### config.mk
export PLATFORM = sky130hd
export DESIGN_NAME = pixel_fb_writer
export DESIGN_NICKNAME = d
export VERILOG_FILES = /design/src/rtl/pixel_fb_writer.sv
export SDC_FILE = /design/constraint.sdc
export NUM_CORES = 1
export LEC_CHECK = 0
export CORE_ASPECT_RATIO = 0.6
export CORE_MARGIN = 3
export CORE_UTILIZATION = 40
export DETAILED_ROUTE_END_ITERATION = 8
export SLEW_MARGIN = 20
export SYNTH_ARGS = -nofsm -noshare
export SYNTH_HDL_FRONTEND = slang
export SYNTH_SLANG_ARGS = --single-unit
### constraint.sdc
create_clock -name i_clk -period 3.65 [get_ports i_clk]
set_clock_uncertainty 0.1 [all_clocks]
set_input_delay 0.5475 -clock i_clk [delete_from_list [all_inputs] [get_ports i_clk]]
set_output_delay 0.5475 -clock i_clk [all_outputs]
set_load 0.03 [all_outputs]
### src/rtl/pixel_fb_writer.sv
`default_nettype none
// ============================================================================
// Module  : pixel_fb_writer
// Brief   : Captures synchronised pixel strobes and writes frames linearly
//           into a BRAM frame buffer under a one-hot capture state machine.
// Revision: 1.0 - initial release
// ============================================================================
module pixel_fb_writer #(
    parameter int H_WIDTH    = 320,
    parameter int V_WIDTH    = 240,
    parameter int PXL_WIDTH  = 16,
    parameter int ADDR_WIDTH = 17
) (
    input  logic                       i_clk,
    input  logic                       i_n_reset,
    input  logic [PXL_WIDTH-1:0]       i_pixel_data,
    input  logic [$clog2(H_WIDTH):0]   i_h_addr,
    input  logic [$clog2(V_WIDTH):0]   i_v_addr,
    input  logic                       i_valid,
    input  logic                       i_start_capture,
    input  logic                       i_stop,
    input  logic                       i_continuous,
    output logic                       o_bram_we,
    output logic [ADDR_WIDTH-1:0]      o_bram_addr,
    output logic [PXL_WIDTH-1:0]       o_bram_din,
    output logic                       o_frame_done,
    output logic                       o_frame_err,
    output logic [7:0]                 o_frame_count,
    output logic [15:0]                o_drop_count,
    output logic [3:0]                 o_state,
    output logic                       o_busy
);
    localparam int HW = $clog2(H_WIDTH) + 1;
    localparam int VW = $clog2(V_WIDTH) + 1;
    localparam logic [HW-1:0]         C_H_MAX  = HW'(H_WIDTH);
    localparam logic [VW-1:0]         C_V_MAX  = VW'(V_WIDTH);
    localparam logic [VW-1:0]         C_V_LAST = VW'(V_WIDTH - 1);
    localparam logic [ADDR_WIDTH-1:0] C_STRIDE = ADDR_WIDTH'(H_WIDTH);

    typedef enum logic [3:0] {
        ST_IDLE    = 4'b0001,
        ST_ARM     = 4'b0010,
        ST_CAPTURE = 4'b0100,
        ST_DONE    = 4'b1000
    } state_t;

    logic                  sync1_q, sync1_d, sync2_q, sync2_d, dly_q, dly_d;
    logic                  evt_q, evt_d;
    logic [PXL_WIDTH-1:0]  pix_q, pix_d;
    logic [HW-1:0]         h_q, h_d;
    logic [VW-1:0]         v_q, v_d;
    state_t                ev_state_q, ev_state_d;
    state_t                state_q, state_d, px_next;
    logic                  px_move;
    logic                  we_q, we_d, done_q, done_d, err_q, err_d, busy_q, busy_d;
    logic [ADDR_WIDTH-1:0] addr_q, addr_d;
    logic [PXL_WIDTH-1:0]  din_q, din_d;
    logic [7:0]            fcnt_q, fcnt_d;
    logic [15:0]           drop_q, drop_d;

    logic                  w_evt, w_oor, w_first, w_last;
    logic [HW-1:0]         w_col;
    logic [ADDR_WIDTH-1:0] w_addr;

    // Rising edge of the synchronised level marks one pixel, however long it stays high.
    assign w_evt   = sync2_q & ~dly_q;
    assign w_oor   = (h_q == '0) || (h_q > C_H_MAX) || (v_q >= C_V_MAX);
    assign w_first = (v_q == '0) && (h_q == HW'(1));
    assign w_last  = (v_q == C_V_LAST) && (h_q == C_H_MAX);
    assign w_col   = h_q - HW'(1);
    assign w_addr  = ADDR_WIDTH'(v_q) * C_STRIDE + ADDR_WIDTH'(w_col);

    always_comb begin
        sync1_d    = i_valid;
        sync2_d    = sync1_q;
        dly_d      = sync2_q;
        evt_d      = w_evt;
        pix_d      = w_evt ? i_pixel_data : pix_q;
        h_d        = w_evt ? i_h_addr     : h_q;
        v_d        = w_evt ? i_v_addr     : v_q;
        // The state seen at detection decides the write, so a stop arriving
        // while the pixel is in flight does not cancel it.
        ev_state_d = w_evt ? state_q : ev_state_q;

        we_d    = 1'b0;
        done_d  = 1'b0;
        err_d   = 1'b0;
        addr_d  = addr_q;
        din_d   = din_q;
        fcnt_d  = fcnt_q;
        drop_d  = drop_q;
        px_next = state_q;
        px_move = 1'b0;

        if (evt_q) begin
            case (ev_state_q)
                ST_ARM: begin
                    if (w_first) begin
                        we_d    = 1'b1;
                        px_next = ST_CAPTURE;
                        px_move = 1'b1;
                    end
                end
                ST_CAPTURE: begin
                    if (w_oor) begin
                        if (drop_q != 16'hFFFF) drop_d = drop_q + 16'd1;
                    end else begin
                        we_d = 1'b1;
                        if (w_last) begin
                            done_d  = 1'b1;
                            fcnt_d  = fcnt_q + 8'd1;
                            px_next = i_continuous ? ST_ARM : ST_DONE;
                            px_move = 1'b1;
                        end else if (w_first) begin
                            err_d = 1'b1;
                        end
                    end
                end
                default: ;
            endcase
            if (we_d) begin
                addr_d = w_addr;
                din_d  = pix_q;
            end
        end

        state_d = state_q;
        if (i_stop)
            state_d = ST_IDLE;
        else if (px_move && (ev_state_q == state_q))
            state_d = px_next;
        else if (i_start_capture && ((state_q == ST_IDLE) || (state_q == ST_DONE)))
            state_d = ST_ARM;

        busy_d = (state_d == ST_ARM) || (state_d == ST_CAPTURE);
    end

    always_ff @(posedge i_clk or negedge i_n_reset) begin
        if (!i_n_reset) begin
            sync1_q    <= 1'b0;
            sync2_q    <= 1'b0;
            dly_q      <= 1'b0;
            evt_q      <= 1'b0;
            pix_q      <= '0;
            h_q        <= '0;
            v_q        <= '0;
            ev_state_q <= ST_IDLE;
            state_q    <= ST_IDLE;
            we_q       <= 1'b0;
            done_q     <= 1'b0;
            err_q      <= 1'b0;
            busy_q     <= 1'b0;
            addr_q     <= '0;
            din_q      <= '0;
            fcnt_q     <= '0;
            drop_q     <= '0;
        end else begin
            sync1_q    <= sync1_d;
            sync2_q    <= sync2_d;
            dly_q      <= dly_d;
            evt_q      <= evt_d;
            pix_q      <= pix_d;
            h_q        <= h_d;
            v_q        <= v_d;
            ev_state_q <= ev_state_d;
            state_q    <= state_d;
            we_q       <= we_d;
            done_q     <= done_d;
            err_q      <= err_d;
            busy_q     <= busy_d;
            addr_q     <= addr_d;
            din_q      <= din_d;
            fcnt_q     <= fcnt_d;
            drop_q     <= drop_d;
        end
    end

    assign o_bram_we     = we_q;
    assign o_bram_addr   = addr_q;
    assign o_bram_din    = din_q;
    assign o_frame_done  = done_q;
    assign o_frame_err   = err_q;
    assign o_frame_count = fcnt_q;
    assign o_drop_count  = drop_q;
    assign o_state       = state_q;
    assign o_busy        = busy_q;

endmodule
`default_nettype wire

==> results of run 1 <==
-- worst max path at each step --
stage / start / endpoint / slack, ns / cells after the start
4_1_cts: h_q[0]$_DFFE_PN0P_ / o_bram_addr[15]$_DFFE_PN0P_ / 0.39 / 12
3_5_place_dp: h_q[0]$_DFFE_PN0P_ / o_bram_addr[15]$_DFFE_PN0P_ / 0.43 / 12
6_report: h_q[0]$_DFFE_PN0P_ / o_bram_addr[15]$_DFFE_PN0P_ / 0.40 / 12
3_3_place_gp: h_q[5]$_DFFE_PN0P_ / o_bram_addr[15]$_DFFE_PN0P_ / 0.46 / 11
5_1_grt: h_q[5]$_DFFE_PN0P_ / o_bram_addr[15]$_DFFE_PN0P_ / 0.08 / 11
2_1_floorplan: h_q[5]$_DFFE_PN0P_ / o_bram_addr[15]$_DFFE_PN0P_ / 0.48 / 11
-- state kept, by name, indices dropped and copies added (netlist names), 8 cells and up --
name           count
o_drop_count      16
o_bram_addr       17
v_q                9
h_q               10
o_bram_din        16
pix_q             16
o_frame_count      8
-- kinds of logic after synthesis --
family	after synthesis	share of synthesized area, %
simple gates	124	13.4
flops	108	52.5
mux	57	12.4
compound gates	48	5.90
xor+xnor	46	7.82
fa+ha+maj	25	6.36
buf+inv	20	1.55
-- report_power, final --
part	switching (uW)	internal (uW)	total, uW
clock network	431	574	1010
logic	357	316	673
registers	73.9	1270	1340
total	862	2160	3020
-- cell type report --
type                            count  share of cell area, %
Sequential cell                   108                   40.0
Tap cell                          165                   3.06
Timing Repair Buffer              112                   16.5
Clock buffer                       12                   3.80
Inverter                            9                  0.500
Multi-Input combinational cell    300                   35.3
Clock inverter                      4                  0.815
-- per-layer routing --
layer	global-route usage (%)	share of wire, %	up-vias	wire [microns]
met5	0	0	-	0
met4	4.23	1.1	0	125
met3	4.74	5.2	10	598
met2	24.6	41	82	4740
met1	25.1	52	1787	6000
li1	-	-	1775	-
-- stage by stage --
| step | cell area [sq um] | hold WS, ns | setup WS, ns | util (%) | instances |
|---|---|---|---|---|---|
| after CTS | 6760 | 0.202 | 0.386 | 54.8 | 710 |
| final | 6760 | 0.181 | 0.401 | 54.8 | 710 |
| after global placement | 6440 | 0.264 | 0.460 | 52.3 | 694 |
| after detailed placement | 6440 | 0.265 | 0.431 | 52.3 | 694 |
| after floorplan | 5150 | 0.152 | 0.480 | - | 428 |
| after global routing | 6760 | 0.237 | 0.0801 | 54.8 | 710 |
-- layout by cell type (no fill, tap or decap), types with 2 or more instances in the layout --
cell type	count
sky130_fd_sc_hd__nand2b_1	2
sky130_fd_sc_hd__nand3b_1	3
sky130_fd_sc_hd__fa_1	2
sky130_fd_sc_hd__buf_4	7
sky130_fd_sc_hd__nand4_1	12
sky130_fd_sc_hd__nor3_1	5
sky130_fd_sc_hd__inv_1	8
sky130_fd_sc_hd__nor4_1	4
sky130_fd_sc_hd__dfrtp_1	106
sky130_fd_sc_hd__o21ai_1	12
sky130_fd_sc_hd__nand2_1	33
sky130_fd_sc_hd__ha_1	23
sky130_fd_sc_hd__mux2_1	19
sky130_fd_sc_hd__xnor2_1	35
sky130_fd_sc_hd__xor2_1	11
sky130_fd_sc_hd__o21ai_0	9
sky130_fd_sc_hd__clkbuf_8	2
sky130_fd_sc_hd__clkdlybuf4s50_1	104
sky130_fd_sc_hd__nor4b_1	4
sky130_fd_sc_hd__mux2_2	37
sky130_fd_sc_hd__clkbuf_16	9
sky130_fd_sc_hd__nor2_1	11
sky130_fd_sc_hd__a21o_1	2
sky130_fd_sc_hd__and2_1	7
sky130_fd_sc_hd__and3_1	11
sky130_fd_sc_hd__a21oi_1	12
sky130_fd_sc_hd__nand3_1	16
sky130_fd_sc_hd__dfstp_2	2
sky130_fd_sc_hd__or3_1	3
sky130_fd_sc_hd__and4_1	3
==> out/results.txt, run 1 <==
The flow ran to the end, and the final reports show no timing, DRC or antenna violations. The root buffer cell is sky130_fd_sc_hd__clkbuf_16. For the number of buffers created by CTS, the log shows 9. The clock tree synthesis step divided the H-tree into 3 levels. The design draws 3020 uW. Clock-pin slew was measured on the worst setup and hold paths at 0.07 ns. Using the TritonRoute via totals, the vias-per-cell ratio works out to 5.15. Number of antenna violations at the first check in global routing: 0. The number of resized instances in the post-cts repair step was 0; the die width was 153 microns. VDD sags by at most 255 uV. The detailed placer's ending HPWL was 8.55 mm. The logs give 0 for the total congestion overflow after global routing and 30.9% for the worst relative slew slack.

By count the netlist is led by sky130_fd_sc_hd__dfrtp_1, sky130_fd_sc_hd__mux2_2, sky130_fd_sc_hd__xnor2_1. The number of global-route vias before repair is 3676. Among all flip-flop cells after synthesis, the most frequent one is sky130_fd_sc_hd__dfrtp_1.

The min-delay analysis places its worst path in the category input pin to asynchronous set/reset pin. Across the run, the number of max-cap violations was 0. The most common cell in the synthesized netlist is sky130_fd_sc_hd__dfrtp_1.

The number of buffers on the longest clock path was 2. The post-route minimum period was 3.25 ns; the gate count after technology mapping was 428. Setup total negative slack on the finished layout was measured at 0 ns.

Number of max-slew violations in the final report: 0. For the number of endpoints with negative hold slack in the final report, the log shows 0. For the area of the die, the log shows 14300 sq um.

Entering global routing, the biggest net connects 62 pins. By area the synthesized netlist is led by sky130_fd_sc_hd__dfrtp_1, sky130_fd_sc_hd__mux2_2, sky130_fd_sc_hd__xnor2_1. TritonCTS built the clock tree. For this run, the number of Yosys warnings is 0.

The kind of critical path is flop to flop. The worst path buffer plus inverter count was 1; the routed wire length was 11.5 mm. Share of synthesized registers carrying an async set or reset: 100%. For the critical path data required time, the log shows 3.78 ns.

The sequential cell area fraction in the yosys report came out at 52.5%. Summing all multi-input logic gate instances after layout gives 2390 sq um. After the last flow step, the layout net total stands at 606. The tools report the DRC violation count after routing as 0.

After synthesis, the netlist uses 53 different library cells. The first global-routing pass estimated 19.3 mm of wire. The final-report setup violation count is 0.

The actual transition at the worst max-transition pin is 1.03 ns. The cell with the biggest individual delay on the critical path was sky130_fd_sc_hd__dfrtp_1. During placement, the flow inserted port buffers numbering 105. Yosys mapped a number of flops with a built-in enable equal to 0. For this run, the slowest stage of the critical path takes 0.43 ns.

Dividing total power by cell area gives a power density of 447 nW/um^2. Dividing the final minimum period by the clock period gives 89.0%. The area growth from synthesis to layout is 31.1%. After clock tree synthesis, the flow added hold-fix buffers numbering 0. The die span in y is 93.9 microns, and the overall global routing resource usage is 17.0%.

In this design, the largest share of critical-path delay is due to simple AND/OR/NAND/NOR gates. The floorplan has 31 rows. The run gives 0.777 as the final RePlAce weighted congestion.

106 I/O pins were placed. The first TritonRoute pass finished after 5 iterations. The worst register-to-register path begins at h_q[0]$_DFFE_PN0P_.

Overall via count from detail_route: 3654. Counting the fill cells in the layout gives 1056. The setup slack on the worst flop-to-flop path came out at 0.40 ns.

The total area inside the core boundary comes to 12300 sq um. Traced cell by cell, the critical path runs through inv_1 -> ha_1 -> nand2_1 -> or3_1 -> xnor2_1 -> ha_1 -> and3_1 -> a221o_1 -> nor4b_1 -> nand4_1 -> xnor2_1 -> mux2_2. The analysis attributes to cell leakage a power of 0.00295 uW.

The worst setup path is launched from a flop. Counting cells, the worst reg-to-reg path comes to 12. In this run the remaining antenna-violating nets after routing total 0. The register bit total from synthesis is 108.

The synthesized netlist occupies a cell area of 5150 sq um. After synthesis, the mean cell area works out to 12.0 sq um. The endpoint identified for the worst register-to-register timing path is o_bram_addr[15]$_DFFE_PN0P_. STA classifies the critical path endpoint as a flop.

The share of Yosys cell area claimed by the top area cell type works out to 51.5%. Largest fanout on the critical path: 5. In the final layout, the share of cells above drive strength 1 is 13.0%. Violation count after the first detailed-route iteration: 167. 0 antenna diodes ended up in the layout.

The initial cell density of the core is 41.8%, and the fmax is 308 MHz. At the later pin of the worst-skew pair, clock insertion delay measures 0.35 ns. Of all cell types, the one taking the most synthesized area is sky130_fd_sc_hd__dfrtp_1. The clock drives 108 sinks. Counting every net in the synthesized netlist gives 494. The tools report the number of setup buffers added after CTS as 0. Setup repair after global routing left no endpoint under its margin. The logs give 2710 sq um for the area occupied by registers and 3.38 ns for the data arrival time at the worst-slack endpoint.

The average routed wire per standard cell was 16.1 microns.
No activity file was read; power rests on OpenSTA's default activity.
==> run 2: changes to the inputs <==
Settings changed: CORE_UTILIZATION 40 to 51, PLACE_DENSITY set to 0.8.
==> run 2 against run 1 <==
  * Clock power decreased by 11%
  * Sequential cell count stayed put
  * Wire length is 0.51% lower
  * Critical endpoint unchanged
  * Fmax decreased by 4.9%
  * Via count is 0.71% higher
  * First-iteration DRC count grew 16%
  * Critical path type unchanged
  * Largest cell class unchanged
==> out/results.txt, run 2 (synthesized netlist as in run 1, its figures left out) <==
The logs give 0.34 ns (was 0.35 ns) for the later-pin clock latency in the skew report and 267 uV (was 255 uV) for the peak ir drop on the vdd network. The detailed placer's ending HPWL is 8.61 mm (was 8.55 mm). The overall global routing resource usage came out at 21.1% (was 17.0%). Setup repair after global routing left no endpoint under its margin. The power density over the cells is 438 nW/um^2 (was 447 nW/um^2). Delay contributed by the slowest stage of the critical path: 0.51 ns (was 0.43 ns).

Count of input and output buffers: 105 (unchanged). The total clock sinks was 108 (unchanged). Commonest non-fill, non-tap cell in the layout: sky130_fd_sc_hd__dfrtp_1 (unchanged). The number of setup buffers added after CTS was 0 (unchanged). The DRC violation count after routing is 0 (unchanged). Actual transition at the worst max-transition pin: 0.960 ns (was 1.03 ns). The sequential power share is 45.8% (was 44.5%), and the number of maximum-capacitance constraint violations is 0 (unchanged).

The number of max-slew violations in the final report is 0 (unchanged). The initial cell density of the core is 54.3% (was 41.8%), and the signed area change from the synthesized netlist to the final layout is 29.7% (was 31.1%). Total congestion overflow after global routing: 0 (unchanged). The detail-routed via count per cell was 5.45 (was 5.15); the final-report setup violation count was 0 (unchanged). The endpoint kind of the worst setup timing path was a flop (unchanged). The routed wire length came out at 11.4 mm (was 11.5 mm). Worst min-delay path category: input pin to asynchronous set/reset pin (unchanged).

The share of the clock period used by the worst path is 93.6% (was 89.0%). List of cells traversed by the critical path: nor4_2 -> buf_4 -> and2_1 -> nand2_1 -> xnor2_1 -> ha_1 -> and3_1 -> a221o_1 -> nor4b_1 -> nand4_1 -> xnor2_1 -> mux2_2 (was inv_1 -> ha_1 -> nand2_1 -> or3_1 -> xnor2_1 -> ha_1 -> and3_1 -> a221o_1 -> nor4b_1 -> nand4_1 -> xnor2_1 -> mux2_2). The clock share of power was 30.6% (was 33.3%). Most frequent cells in the layout: sky130_fd_sc_hd__dfrtp_1, sky130_fd_sc_hd__clkdlybuf4s50_1, sky130_fd_sc_hd__mux2_2 (unchanged).

The switching power summed over all nets was 878 uW (was 862 uW); the number of antenna-violating nets in the routed design was 0 (unchanged). The number of diodes added for antenna fixing was 0 (unchanged). The post-route minimum period was 3.42 ns (was 3.25 ns); the cell-internal power was 2050 uW (was 2160 uW). The run gives 0.134 ns (was 0.181 ns) as the worst hold-check slack. The run gives 293 MHz (was 308 MHz) as the fmax. The cell with the biggest individual delay on the critical path is sky130_fd_sc_hd__nor4b_1 (was sky130_fd_sc_hd__dfrtp_1). The net total in the final layout is 606 (unchanged).

The tools report the root buffer cell as sky130_fd_sc_hd__clkbuf_16 (unchanged). The run gives 0.845 (was 0.777) as the final RePlAce weighted congestion. TritonCTS built the clock tree. For the critical path data required time, the log shows 3.78 ns (about the same). The maximum number of pins on one net before global-route repair is 87 (was 62), and the worst path buffer plus inverter count is 1 (unchanged). Critical path's most frequent cell: sky130_fd_sc_hd__xnor2_1. Number of search-and-repair iterations in the first detailed-routing pass: 5 (unchanged). The share of the core filled with cells was 70.4% (was 54.8%). Kind of critical path: flop to flop (unchanged). The number of hold-repair buffers added at the cts stage is 0 (unchanged). Clock-pin slew of the registers on the worst-case setup and hold paths: 0.07 ns (about the same).

For the global-route wire length before repair, the log shows 19.0 mm (was 19.3 mm). The number of primary I/O pins was 106 (unchanged); the number of resized instances in the post-cts repair step was 0 (unchanged). The run gives 3 (unchanged) as the count of H-tree levels built during CTS. For the setup slack after layout, the log shows 0.233 ns (was 0.401 ns).

For the overall via count from detail_route, the log shows 3680 (was 3654). The flow ran to the end, and the final reports show no timing, DRC or antenna violations. The switching fraction of total power was 30.0% (was 28.5%); the number of buffers created by CTS was 9 (unchanged). The violation count after the first detailed-route iteration is 193 (was 167). The run gives 0 (unchanged) as the number of endpoints with negative hold slack in the final report.

The tools report the number of global-route vias before repair as 3663 (was 3676). The sum of negative setup slack is 0 ns (unchanged), and the worst relative slew slack is 35.9% (was 30.9%). The average routed wire per standard cell came out at 16.9 microns (was 16.1 microns). The run gives 11400 sq um (was 14300 sq um) as the area of the die. The logs give 0 (unchanged) for the number of antenna violations at the first check in global routing and 3.54 ns (was 3.38 ns) for the data arrival time at the worst-slack endpoint. The fraction of layout cells with a size suffix above 1 was 13.2% (was 13.0%). For the number of standard cells in the layout, taps in and fillers out, the log shows 675 (was 710). The part of the power in combinational logic is 23.6% (was 22.3%). The flip-flop count of the largest register after layout is 17 (unchanged), and the die span in y is 83.9 microns (was 93.9 microns). The largest fanout on the critical path is 5 (unchanged), and the die width is 136 microns (was 153 microns). The tools report the standard-cell row count as 27 (was 31). The tools report the launching element type of the critical path as a flop (unchanged). The logs give 0.00294 uW (was 0.00295 uW) for the static leakage and 9490 sq um (was 12300 sq um) for the area inside the core boundary.

For the number of placed instances with taps included, the log shows 659 (was 694). Post-placement worst setup slack: 0.325 ns (was 0.431 ns). The number of buffers on the longest clock path was 2 (unchanged).

The cell family contributing the most delay on the critical path was simple AND/OR/NAND/NOR gates (unchanged).
[run 2: path summary, 6_finish.rpt]
path	to	cells after the start	slack [ns]	start
hold / removal	o_bram_we$_DFF_PN0_	1	0.13	i_n_reset
setup reg to reg	o_bram_addr[15]$_DFFE_PN0P_	12	0.23	h_q[3]$_DFFE_PN0P_
max in group asynchronous	o_state[0]$_DFF_PN1_	2	2.52	i_n_reset
setup / recovery	o_bram_addr[15]$_DFFE_PN0P_	12	0.23	h_q[3]$_DFFE_PN0P_
hold reg to reg	dly_d$_DFF_PN0_	0	0.25	sync1_q$_DFF_PN0_
min in group i_clk	dly_d$_DFF_PN0_	0	0.25	sync1_q$_DFF_PN0_
[run 2: metrics by stage]
stage / power (uW) / cell area [sq um]
2_1_floorplan: 1810 / 5150
3_3_place_gp: 2000 / 6380
3_5_place_dp: 2050 / 6400
4_1_cts: 2950 / 6680
5_1_grt: 3100 / 6680
6_report: 2930 / 6680
[run 2: power groups by stage]
stage | Combinational (uW) | Clock (uW) | Sequential [uW]
2_1_floorplan | 443 | 0 | 1360
3_3_place_gp | 645 | 0 | 1360
3_5_place_dp | 685 | 0 | 1360
4_1_cts | 689 | 920 | 1340
5_1_grt | 772 | 970 | 1350
6_report | 690 | 898 | 1340
[run 2: final cells by class]
type | instances | area (sq um)
clock inverters | 7 | 52.6
clock buffers | 9 | 225
fillers | 664 | 2810
flip-flops and latches | 108 | 2710
repair buffers | 112 | 1120
multi-input cells | 300 | 2390
well taps | 130 | 163
inverters | 9 | 33.8
[run 2: worst reg2reg max path, cell delays in order (launching register included)]
cell                      delay [ns]
sky130_fd_sc_hd__dfrtp_1        0.43
sky130_fd_sc_hd__nor4_2         0.32
sky130_fd_sc_hd__buf_4          0.20
sky130_fd_sc_hd__and2_1         0.19
sky130_fd_sc_hd__nand2_1        0.08
sky130_fd_sc_hd__xnor2_1        0.15
sky130_fd_sc_hd__ha_1           0.35
sky130_fd_sc_hd__and3_1         0.17
sky130_fd_sc_hd__a221o_1        0.19
sky130_fd_sc_hd__nor4b_1        0.51
sky130_fd_sc_hd__nand4_1        0.19
sky130_fd_sc_hd__xnor2_1        0.15
sky130_fd_sc_hd__mux2_2         0.27
[run 2: metal layers]
| metal | share of wire [%] | GRT usage [%] | wire length (microns) | up-vias |
|---|---|---|---|---|
| met4 | 0.94 | 4.67 | 107 | 0 |
| li1 | - | - | - | 1752 |
| met5 | 0 | 0 | 0 | - |
| met1 | 49 | 31.5 | 5580 | 1795 |
| met3 | 6.7 | 4.70 | 762 | 11 |
| met2 | 43 | 31.5 | 4950 | 122 |
